===== config.mk =====
export PLATFORM = sky130hd
export DESIGN_NAME = axil_stream_master
export DESIGN_NICKNAME = d
export VERILOG_FILES = /design/src/rtl/axil_stream_master_pkg.sv /design/src/rtl/axil_stream_master_order_fifo.sv /design/src/rtl/axil_stream_master.sv
export SDC_FILE = /design/constraint.sdc
export NUM_CORES = 1
export LEC_CHECK = 0
export CAP_MARGIN = 20
export CORE_MARGIN = 8
export CORE_UTILIZATION = 44
export DETAILED_ROUTE_END_ITERATION = 8
export PLACE_DENSITY = 0.78
export SLEW_MARGIN = 15
export SYNTH_ARGS = -nofsm -noshare
export SYNTH_HDL_FRONTEND = slang
export SYNTH_SLANG_ARGS = --single-unit

===== constraint.sdc =====
create_clock -name clk -period 2.8 [get_ports clk]
set_input_delay 0.28 -clock clk [delete_from_list [all_inputs] [get_ports clk]]
set_output_delay 0.28 -clock clk [all_outputs]
set_load 0.1 [all_outputs]

===== src/rtl/axil_stream_master_pkg.sv =====
// rtl/axil_stream_master_pkg.sv - shared constants and helpers for the AXI-Lite-style stream initiator
// Purpose: default bus widths, command op encoding and the stream slot-free helper.
// Ports: none (package).
package axil_stream_master_pkg;

  // Default widths used by the generated *_axil_* blocks.
  localparam int ADDR_N_DEF = 32;
  localparam int DATA_N_DEF = 32;

  // Command / order-FIFO op encoding.
  localparam logic OP_READ  = 1'b0;
  localparam logic OP_WRITE = 1'b1;

  // A registered stream slot can take a new beat when it is empty or draining this cycle.
  function automatic logic slot_free(input logic valid, input logic ready);
    return !valid || ready;
  endfunction

endpackage


===== src/rtl/axil_stream_master_order_fifo.sv =====
// rtl/axil_stream_master_order_fifo.sv - DEPTH x 1-bit op-order FIFO
// Purpose: remembers the op (read/write) of every accepted command so responses
//          can be steered back in command order.
// Ports:
//   clk, nrst   clock, asynchronous active-low reset
//   push, din   write one op bit
//   pop         drop the head entry
//   head        op bit at the head (valid when count != 0)
//   count       number of entries held, 0..DEPTH
module axil_stream_master_order_fifo #(
  parameter int DEPTH = 4
) (
  input  logic                   clk,
  input  logic                   nrst,
  input  logic                   push,
  input  logic                   din,
  input  logic                   pop,
  output logic                   head,
  output logic [$clog2(DEPTH):0] count
);

  localparam int PTR_W = $clog2(DEPTH);
  localparam int CNT_W = PTR_W + 1;

  logic [DEPTH-1:0] mem;
  logic [PTR_W-1:0] wr_ptr;
  logic [PTR_W-1:0] rd_ptr;

  assign head = mem[rd_ptr];

  // Pointers wrap modulo DEPTH for free because DEPTH is a power of two;
  // full/empty come from count, so the pointers never need an extra bit.
  always_ff @(posedge clk or negedge nrst) begin
    if (!nrst) begin
      mem    <= '0;
      wr_ptr <= '0;
      rd_ptr <= '0;
      count  <= '0;
    end else begin
      if (push) begin
        mem[wr_ptr] <= din;
        wr_ptr      <= wr_ptr + PTR_W'(1);
      end
      if (pop) begin
        rd_ptr <= rd_ptr + PTR_W'(1);
      end
      case ({push, pop})
        2'b10:   count <= count + CNT_W'(1);
        2'b01:   count <= count - CNT_W'(1);
        default: count <= count;
      endcase
    end
  end

endmodule


===== src/rtl/axil_stream_master.sv =====
// rtl/axil_stream_master.sv - single-stream command initiator for split-channel AXI-Lite-style slaves
// Purpose: turns one in-order read/write command stream into RA/WA/W channel beats and
//          merges R/B responses back into one response stream in command order.
// Ports:
//   clk, nrst                        clock, asynchronous active-low reset
//   cmd_valid/cmd_ready              command handshake; cmd_write, cmd_addr, cmd_data payload
//   sRA, sRA_valid/sRA_ready         read address channel (out)
//   sWA, sWA_valid/sWA_ready         write address channel (out)
//   sW,  sW_valid/sW_ready           write data channel (out)
//   sR,  sR_valid/sR_ready           read data channel (in)
//   sB_valid/sB_ready                write ack, null payload (in)
//   rsp_valid/rsp_ready              response handshake; rsp_data, rsp_write payload
//   outstanding                      accepted commands whose response is not yet delivered
module axil_stream_master
  import axil_stream_master_pkg::*;
#(
  parameter int ADDR_N = ADDR_N_DEF,
  parameter int DATA_N = DATA_N_DEF,
  parameter int DEPTH  = 4
) (
  input  logic                   clk,
  input  logic                   nrst,
  input  logic                   cmd_valid,
  output logic                   cmd_ready,
  input  logic                   cmd_write,
  input  logic [ADDR_N-1:0]      cmd_addr,
  input  logic [DATA_N-1:0]      cmd_data,
  output logic [ADDR_N-1:0]      sRA,
  output logic                   sRA_valid,
  input  logic                   sRA_ready,
  output logic [ADDR_N-1:0]      sWA,
  output logic                   sWA_valid,
  input  logic                   sWA_ready,
  output logic [DATA_N-1:0]      sW,
  output logic                   sW_valid,
  input  logic                   sW_ready,
  input  logic [DATA_N-1:0]      sR,
  input  logic                   sR_valid,
  output logic                   sR_ready,
  input  logic                   sB_valid,
  output logic                   sB_ready,
  output logic                   rsp_valid,
  input  logic                   rsp_ready,
  output logic [DATA_N-1:0]      rsp_data,
  output logic                   rsp_write,
  output logic [$clog2(DEPTH):0] outstanding
);

  localparam int                 CNT_W     = $clog2(DEPTH) + 1;
  localparam logic [CNT_W-1:0]   DEPTH_CNT = CNT_W'(DEPTH);

  logic ra_free;
  logic wa_free;
  logic w_free;
  logic rsp_free;
  logic cmd_fire;
  logic rd_fire;
  logic wr_fire;
  logic r_fire;
  logic b_fire;
  logic fifo_head;
  logic fifo_nonempty;

  assign ra_free  = slot_free(sRA_valid, sRA_ready);
  assign wa_free  = slot_free(sWA_valid, sWA_ready);
  assign w_free   = slot_free(sW_valid, sW_ready);
  assign rsp_free = slot_free(rsp_valid, rsp_ready);

  // Ready is offered speculatively on cmd_write alone; a write needs both its
  // address and data slots so the two channels are always loaded together.
  // A response popping in the same cycle does not free a credit when full.
  assign cmd_ready = nrst && (outstanding < DEPTH_CNT) &&
                     ((cmd_write == OP_WRITE) ? (wa_free && w_free) : ra_free);

  assign cmd_fire = cmd_valid && cmd_ready;
  assign rd_fire  = cmd_fire && (cmd_write == OP_READ);
  assign wr_fire  = cmd_fire && (cmd_write == OP_WRITE);

  // Only the response type matching the oldest command is accepted; the other
  // kind waits on the slave side rather than being dropped.
  assign fifo_nonempty = (outstanding != '0);
  assign sR_ready      = fifo_nonempty && (fifo_head == OP_READ)  && rsp_free;
  assign sB_ready      = fifo_nonempty && (fifo_head == OP_WRITE) && rsp_free;
  assign r_fire        = sR_valid && sR_ready;
  assign b_fire        = sB_valid && sB_ready;

  axil_stream_master_order_fifo #(
    .DEPTH (DEPTH)
  ) u_order_fifo (
    .clk   (clk),
    .nrst  (nrst),
    .push  (cmd_fire),
    .din   (cmd_write),
    .pop   (r_fire || b_fire),
    .head  (fifo_head),
    .count (outstanding)
  );

  // Read address channel.
  always_ff @(posedge clk or negedge nrst) begin
    if (!nrst) begin
      sRA       <= '0;
      sRA_valid <= 1'b0;
    end else if (rd_fire) begin
      sRA       <= cmd_addr;
      sRA_valid <= 1'b1;
    end else if (sRA_ready) begin
      sRA_valid <= 1'b0;
    end
  end

  // Write address and write data load together but drain independently.
  always_ff @(posedge clk or negedge nrst) begin
    if (!nrst) begin
      sWA       <= '0;
      sWA_valid <= 1'b0;
    end else if (wr_fire) begin
      sWA       <= cmd_addr;
      sWA_valid <= 1'b1;
    end else if (sWA_ready) begin
      sWA_valid <= 1'b0;
    end
  end

  always_ff @(posedge clk or negedge nrst) begin
    if (!nrst) begin
      sW       <= '0;
      sW_valid <= 1'b0;
    end else if (wr_fire) begin
      sW       <= cmd_data;
      sW_valid <= 1'b1;
    end else if (sW_ready) begin
      sW_valid <= 1'b0;
    end
  end

  // Response register; refilling while the current beat drains keeps one response per cycle.
  always_ff @(posedge clk or negedge nrst) begin
    if (!nrst) begin
      rsp_valid <= 1'b0;
      rsp_data  <= '0;
      rsp_write <= 1'b0;
    end else if (r_fire) begin
      rsp_valid <= 1'b1;
      rsp_data  <= sR;
      rsp_write <= OP_READ;
    end else if (b_fire) begin
      rsp_valid <= 1'b1;
      rsp_data  <= '0;
      rsp_write <= OP_WRITE;
    end else if (rsp_ready) begin
      rsp_valid <= 1'b0;
    end
  end

endmodule


### Word-level counts from Yosys, hierarchy flattened

Index checks and enable logic that the tools add are counted.

* flip-flop bits (word level): 144
* word-level logic and storage cells: 74
* memory bits (writable): 0
* bits in read-only memories: 0
* memories kept: 0
* output and inout port bits: 139
* input port bits: 106
* bits in latches: 0

* shifts and indexed selects: 0
* order comparisons: 4
* bitwise logic cells: 2
* $mul: 0
* divide/modulo/power cells: 0
* add/subtract/negate cells: 4
* muxes and demuxes: 20
* reductions and logical operators: 29
* eq/ne operators: 2

Operator list (count)
* 2-to-1 mux 32 bit: 2
* 2-to-1 mux 1 bit: 14
* logical AND 1 bit: 13
* nonzero test 2 bit: 5
* less-than comparator 2 x 3 -> 1 bit, second input constant: 2
* case mux 3 bit (2 select lines): 1
* nonzero test 3 bit: 2
* logical OR 1 bit: 5
* adder 2 x 1 -> 2 bit, second input constant: 2
* bitwise mux 4 bit: 1
* zero test 1 bit: 4
* adder 3 x 1 -> 3 bit, second input constant: 1
* less-than comparator 3 bit, second input constant: 1
* subtractor 3 x 1 -> 3 bit, second input constant: 1
* binary-select mux 1 bit (select 2 bit): 1
* demux 1 bit (select 2 bit): 1
* equality test 2 x 1 -> 1 bit, second input constant: 1
* equality test 2 bit, second input constant: 1
* greater-or-equal comparator 2 x 1 -> 1 bit, second input constant: 1
* NOT 1 bit: 2

### Longest topological paths before layout

* word-level depth: 9
* mapped depth: 11

### By module

Synthesis repeated with hierarchy kept, for this count alone.

* cells, all modules: 451
* area, all modules: 6079.6 µm²

Modules (own cells, without submodules)
* axil_stream_master: seq. area each 3328.2 µm², area an instance 5540.3 µm², times used 1, cells an instance 410
* axil_stream_master_order_fifo: seq. area each 275.3 µm², area an instance 539.3 µm², times used 1, cells an instance 41

### Worst setup path after synthesis

Ideal clock, no wire load.

* kind: reg2out
* start: register sW_valid
* end: output cmd_ready
* data required time: 2.520 ns
* setup slack: -0.953 ns
* cell stages (with the launch flop): 5
* arrival time: 3.473 ns
* path through: dfrtp_1 > nor2b_4 > a21oi_4 > a21oi_1 > nor3b_1

* cells in the longest elaborated chain, start to end: 5

RTL lines
* start, declared: line axil_stream_master.sv:35 `output logic sW_valid,`
* start signal, assigned: line axil_stream_master.sv:128 `sW_valid <= 1'b0;`
* start signal, assigned: line axil_stream_master.sv:131 `sW_valid <= 1'b1;`
* start signal, assigned: line axil_stream_master.sv:133 `sW_valid <= 1'b0;`
* zero test 1 bit: line axil_stream_master_pkg.sv:16 `return !valid || ready;`
* logical OR 1 bit: line axil_stream_master_pkg.sv:16
* logical AND 1 bit: line axil_stream_master.sv:73 `((cmd_write == OP_WRITE) ? (wa_free && w_free) : ra_free);`
* 2-to-1 mux 1 bit: line axil_stream_master.sv:73
* logical AND 1 bit: line axil_stream_master.sv:72 `assign cmd_ready = nrst && (outstanding < DEPTH_CNT) &&`
* end, declared: line axil_stream_master.sv:24 `output logic cmd_ready,`

No other way between the ends.

### Worst setup path after layout

* start: register u_order_fifo.rd_ptr[1]
* end: register u_order_fifo.count[2]

* cells in the longest elaborated chain, start to end: 9
* elaborated cells between the ends (all ways): 14
* those cells by class: 2 x eq/ne; 3 x mux; 1 x bitwise; 8 x reduce/logical

RTL lines
* start, declared: line axil_stream_master_order_fifo.sv:27 `logic [PTR_W-1:0] rd_ptr;`
* start signal, assigned: line axil_stream_master_order_fifo.sv:45 `rd_ptr <= rd_ptr + PTR_W'(1);`
* binary-select mux 1 bit (select 2 bit) *: line axil_stream_master_order_fifo.sv:29 `assign head = mem[rd_ptr];`
* 2-to-1 mux 1 bit (not written as such) *: line axil_stream_master_order_fifo.sv:29
* NOT 1 bit: line axil_stream_master.sv:82 `assign sR_ready = fifo_nonempty && (fifo_head == OP_READ) && rsp_free;`
* logical AND 1 bit (2 in series): line axil_stream_master.sv:82
* logical AND 1 bit: line axil_stream_master.sv:84 `assign r_fire = sR_valid && sR_ready;`
* logical OR 1 bit *: line axil_stream_master.sv:94 `.pop (r_fire || b_fire),`
* via u_order_fifo.pop: line axil_stream_master_order_fifo.sv:17 `input logic pop,`
* equality test 2 x 1 -> 1 bit / equality test 2 bit (equally long branches): line axil_stream_master_order_fifo.sv:47 `case ({push, pop})`
* case mux 3 bit (2 select lines) / nonzero test 2 bit (equally long branches)
* end signal, assigned: line axil_stream_master_order_fifo.sv:48 `2'b10: count <= count + CNT_W'(1);`
* end signal, assigned: line axil_stream_master_order_fifo.sv:49 `2'b01: count <= count - CNT_W'(1);`
* end signal, assigned: line axil_stream_master_order_fifo.sv:50 `default: count <= count;`
* end, declared: line axil_stream_master_order_fifo.sv:19 `output logic [$clog2(DEPTH):0] count`

The timed path passes the listed nets; every way through them passes the cells marked *. The select of a mux whose other input is x is not followed.
A chain may end at the register's enable or synchronous reset.

==> summary.md <==
| Metric | Value |
|---|---|
| Status | completed |
| Critical Path RT | 3.13 ns |
| Remaining Overflow, GRT | 0 |
| Adder-Cell Fraction of Synth Area | 0.01324 |
| Yosys warns | 0 |
| Clock slew at reported path FFs | 0.06 ns |
| Area added between synthesis and finish | 46.41% |
| Setup Skew | 0.008555 ns |
| Max cap viols | 0 |
| Area of the die | 18240 um2 |
| Largest net degree at the start of global routing | 72 |
| Xor/xnor share of the synthesized area | 0.007020 |
| WL final | 17360 um |
| Critical path class | reg2reg |
| Fin. Hold Viols | 0 |
| Via count | 4505 |
| Final Setup Violations | 0 |
| Synth Register Bits | 144 |
| Largest family of logic cells by synthesized area | multiplexers |
| ANT nets after route | 0 |
| Die Span Y | 135.1 um |
| Wl on met1 | 6980 um |
| Rel. slew slack | 0.4103 |
| Initial antenna violation count | 0 |
| Clk_lat worst skew | 0.42 ns |
| Routed len/inst | 19.95 um |
| # IOs | 245 |
| Post-synth top flop | dfrtp_1 |
| Net Count, Synth | 546 |
| Antenna Cells | 0 |
| CP startpoint kind | flip-flop |
| I/O Buffers | 244 |
| Synth cell types | 37 |
| WP data arrival | 2.86 ns |
| Synth Area in Simple Gates | 0.05195 |
| Htree depth | 4 |
| Synthesized area | 6238 um2 |
| Final Non-Filler Cells | 870 |
| Avg Cell Area, Syn | 14.37 um2 |
| Clk sink count | 144 |
| Final Cycle Share | 0.9033 |
| Reg2reg path depth | 10 |
| Fill cells | 1052 |
| Met3 wire len | 1958 um |
| Max Clock Freq | 395.4 MHz |
| Worst-path maximum fanout | 3 |
| Asr flop ratio synth | 1.000 |
| First-pass GRT wire length | 27090 um |
| Initial Utilization | 0.4494 |
| Complex-gate fraction of the synthesized area | 0.1051 |
| First-pass DRT Iterations | 4 |
| DR WL met2 | 8128 um |
| Post-layout nets | 790 |
| Drt drc | 0 |
| Max Slew Vio Count | 0 |
| Mux share of post-synthesis cell area | 0.2084 |
| Post-synthesis sequential area ratio | 0.5776 |
| 1st-iter DRT viols | 192 |
| Die Width | 135.1 um |
| Via density | 5.178 |
| # placed instances | 838 |
| CTS tree | built |
| Vias in the first global route | 4977 |
| Top cell type's share of synthesized area | 0.5776 |
| Cts bufs inserted | 17 |
| Setup TNS | 0 ns |
| Max Buffers Root-to-Sink | 2 |
| GRT Overall Usage | 0.1903 |
| Hold Crit Class | in2async |
| Root buffer cell | clkbuf_16 |
| Post-synth EDFFs | 0 |
| Row count | 43 |
| Area leader, netlist | dfrtp_1 |
| Share of layout cells above drive strength 1 | 0.4087 |
| Fin crit period | 2.529 ns |
| Core area | 13880 um2 |
| DP HPWL | 12720 um |
| Top sig layer | met4 |
| Crit end category | flip-flop |
| RSZ-0062 raised after global routing | no |
| Cells after synthesis | 434 |
| Final GP Congestion | 0.7716 |
| Area contributors post-synth | dfrtp_1, mux2_4, mux2_2 |
| Worst-Margin Slew | 0.8846 ns |
==> cell usage in the layout, fill, tap and decap left out, types with 2 or more instances in the layout <==
cell and count:
a21oi_1 4, a31oi_1 40, and2_1 2, buf_12 4
buf_4 144, bufinv_16 3, clkbuf_16 17, clkbuf_8 4
clkdlybuf4s50_1 103, clkinv_2 3, clkinv_4 3, dfrtp_1 143
ha_1 5, inv_1 9, mux2_1 9, mux2_2 50
mux2_4 39, mux2i_1 4, nand2_1 6, nand2b_1 4
nor2_1 2, nor2b_1 32, o21ai_0 3, o2bb2ai_1 31
o2bb2ai_2 2, xnor2_1 3, xor2_1 2
==> registers in the layout (all words and copies together) (netlist names) <==
register / count
u_order_fifo.rd_ptr: 2
sRA: 32
sWA: 32
u_order_fifo.count: 3
rsp_valid: 1
sWA_valid: 1
sW: 32
u_order_fifo.wr_ptr: 2
sW_valid: 1
sRA_valid: 1
rsp_data: 32
rsp_write: 1
u_order_fifo.mem: 4
==> cell usage after synthesis, types with 2 or more instances <==
library cell / n
a21oi_1: 4
a31oi_1: 40
and2_1: 2
buf_2: 6
buf_6: 10
clkbuf_1: 11
dfrtp_1: 144
ha_1: 5
inv_1: 9
mux2_1: 9
mux2_2: 50
mux2_4: 39
mux2i_1: 5
nand2_1: 6
nand2b_1: 4
nor2_1: 2
nor2b_1: 32
o21ai_0: 3
o2bb2ai_1: 31
o2bb2ai_2: 2
xnor2_1: 3
xor2_1: 2
==> per-layer routing <==
layer | vias to the layer above | track usage
li1 | 2056 | -
met3 | 20 | 0.09398
met4 | 0 | 0.06909
met5 | - | 0
met2 | 190 | 0.3011
met1 | 2239 | 0.2186
==> layout make-up <==
type / count / area, um2 / area share
clock buffers: 22 / 484.2 / 0.05301
clock inverters: 9 / 131.4 / 0.01438
inverters: 9 / 33.78 / 0.003699
multi-input cells: 252 / 2436 / 0.2667
flip-flops and latches: 144 / 3605 / 0.3947
well taps: 180 / 225.2 / 0.02466
repair buffers: 254 / 2218 / 0.2429
==> critical path, cell delays in order (launching register included) <==
cell and delay [ns]:
dfrtp_1 0.42, mux2i_1 0.46, mux2i_1 0.32, o21ai_0 0.14
inv_1 0.08, ha_1 0.17, inv_1 0.06, fa_1 0.37
xor2_1 0.16, nor2_1 0.13, xor2_1 0.15
==> worst paths after layout <==
kind                                        start                     end  slack [ns]
max                        u_order_fifo.rd_ptr[1]   u_order_fifo.count[2]        0.27
min                                          nrst             rsp_data[6]        0.27
max reg2reg                u_order_fifo.rd_ptr[1]   u_order_fifo.count[2]        0.27
min reg2reg                               sRA[29]                 sRA[29]        0.49
max in group asynchronous                    nrst                  sWA[3]        1.40
min in group clk                         sR_valid  u_order_fifo.rd_ptr[1]        0.35
==> logic make-up after synthesis <==
kind of cell	after synthesis
xor+xnor	5
flops	144
buf+inv	38
fa+ha+maj	6
compound gates	85
simple gates	53
mux	103
==> stage by stage <==
step	setup slack [ns]	util	instance area, um2	hold slack, ns
2_1_floorplan	0.003321	-	6245	-0.01559
3_3_place_gp	0.3667	0.6129	8508	0.1291
3_5_place_dp	0.3227	0.6129	8508	0.1334
4_1_cts	0.2716	0.6580	9134	0.2522
5_1_grt	0.03408	0.6580	9134	0.2724
6_report	0.2707	0.6580	9134	0.2705
==> timing repair <==
action	CTS	global route
hold buffers	1	0
hold endpoints to repair	18	0
gates resized for setup	0	0
buffers inserted	0	0
Power is left out: the tool's default activity adds up to more than one toggle a clock period on the data nets, which glitch-free logic cannot reach.
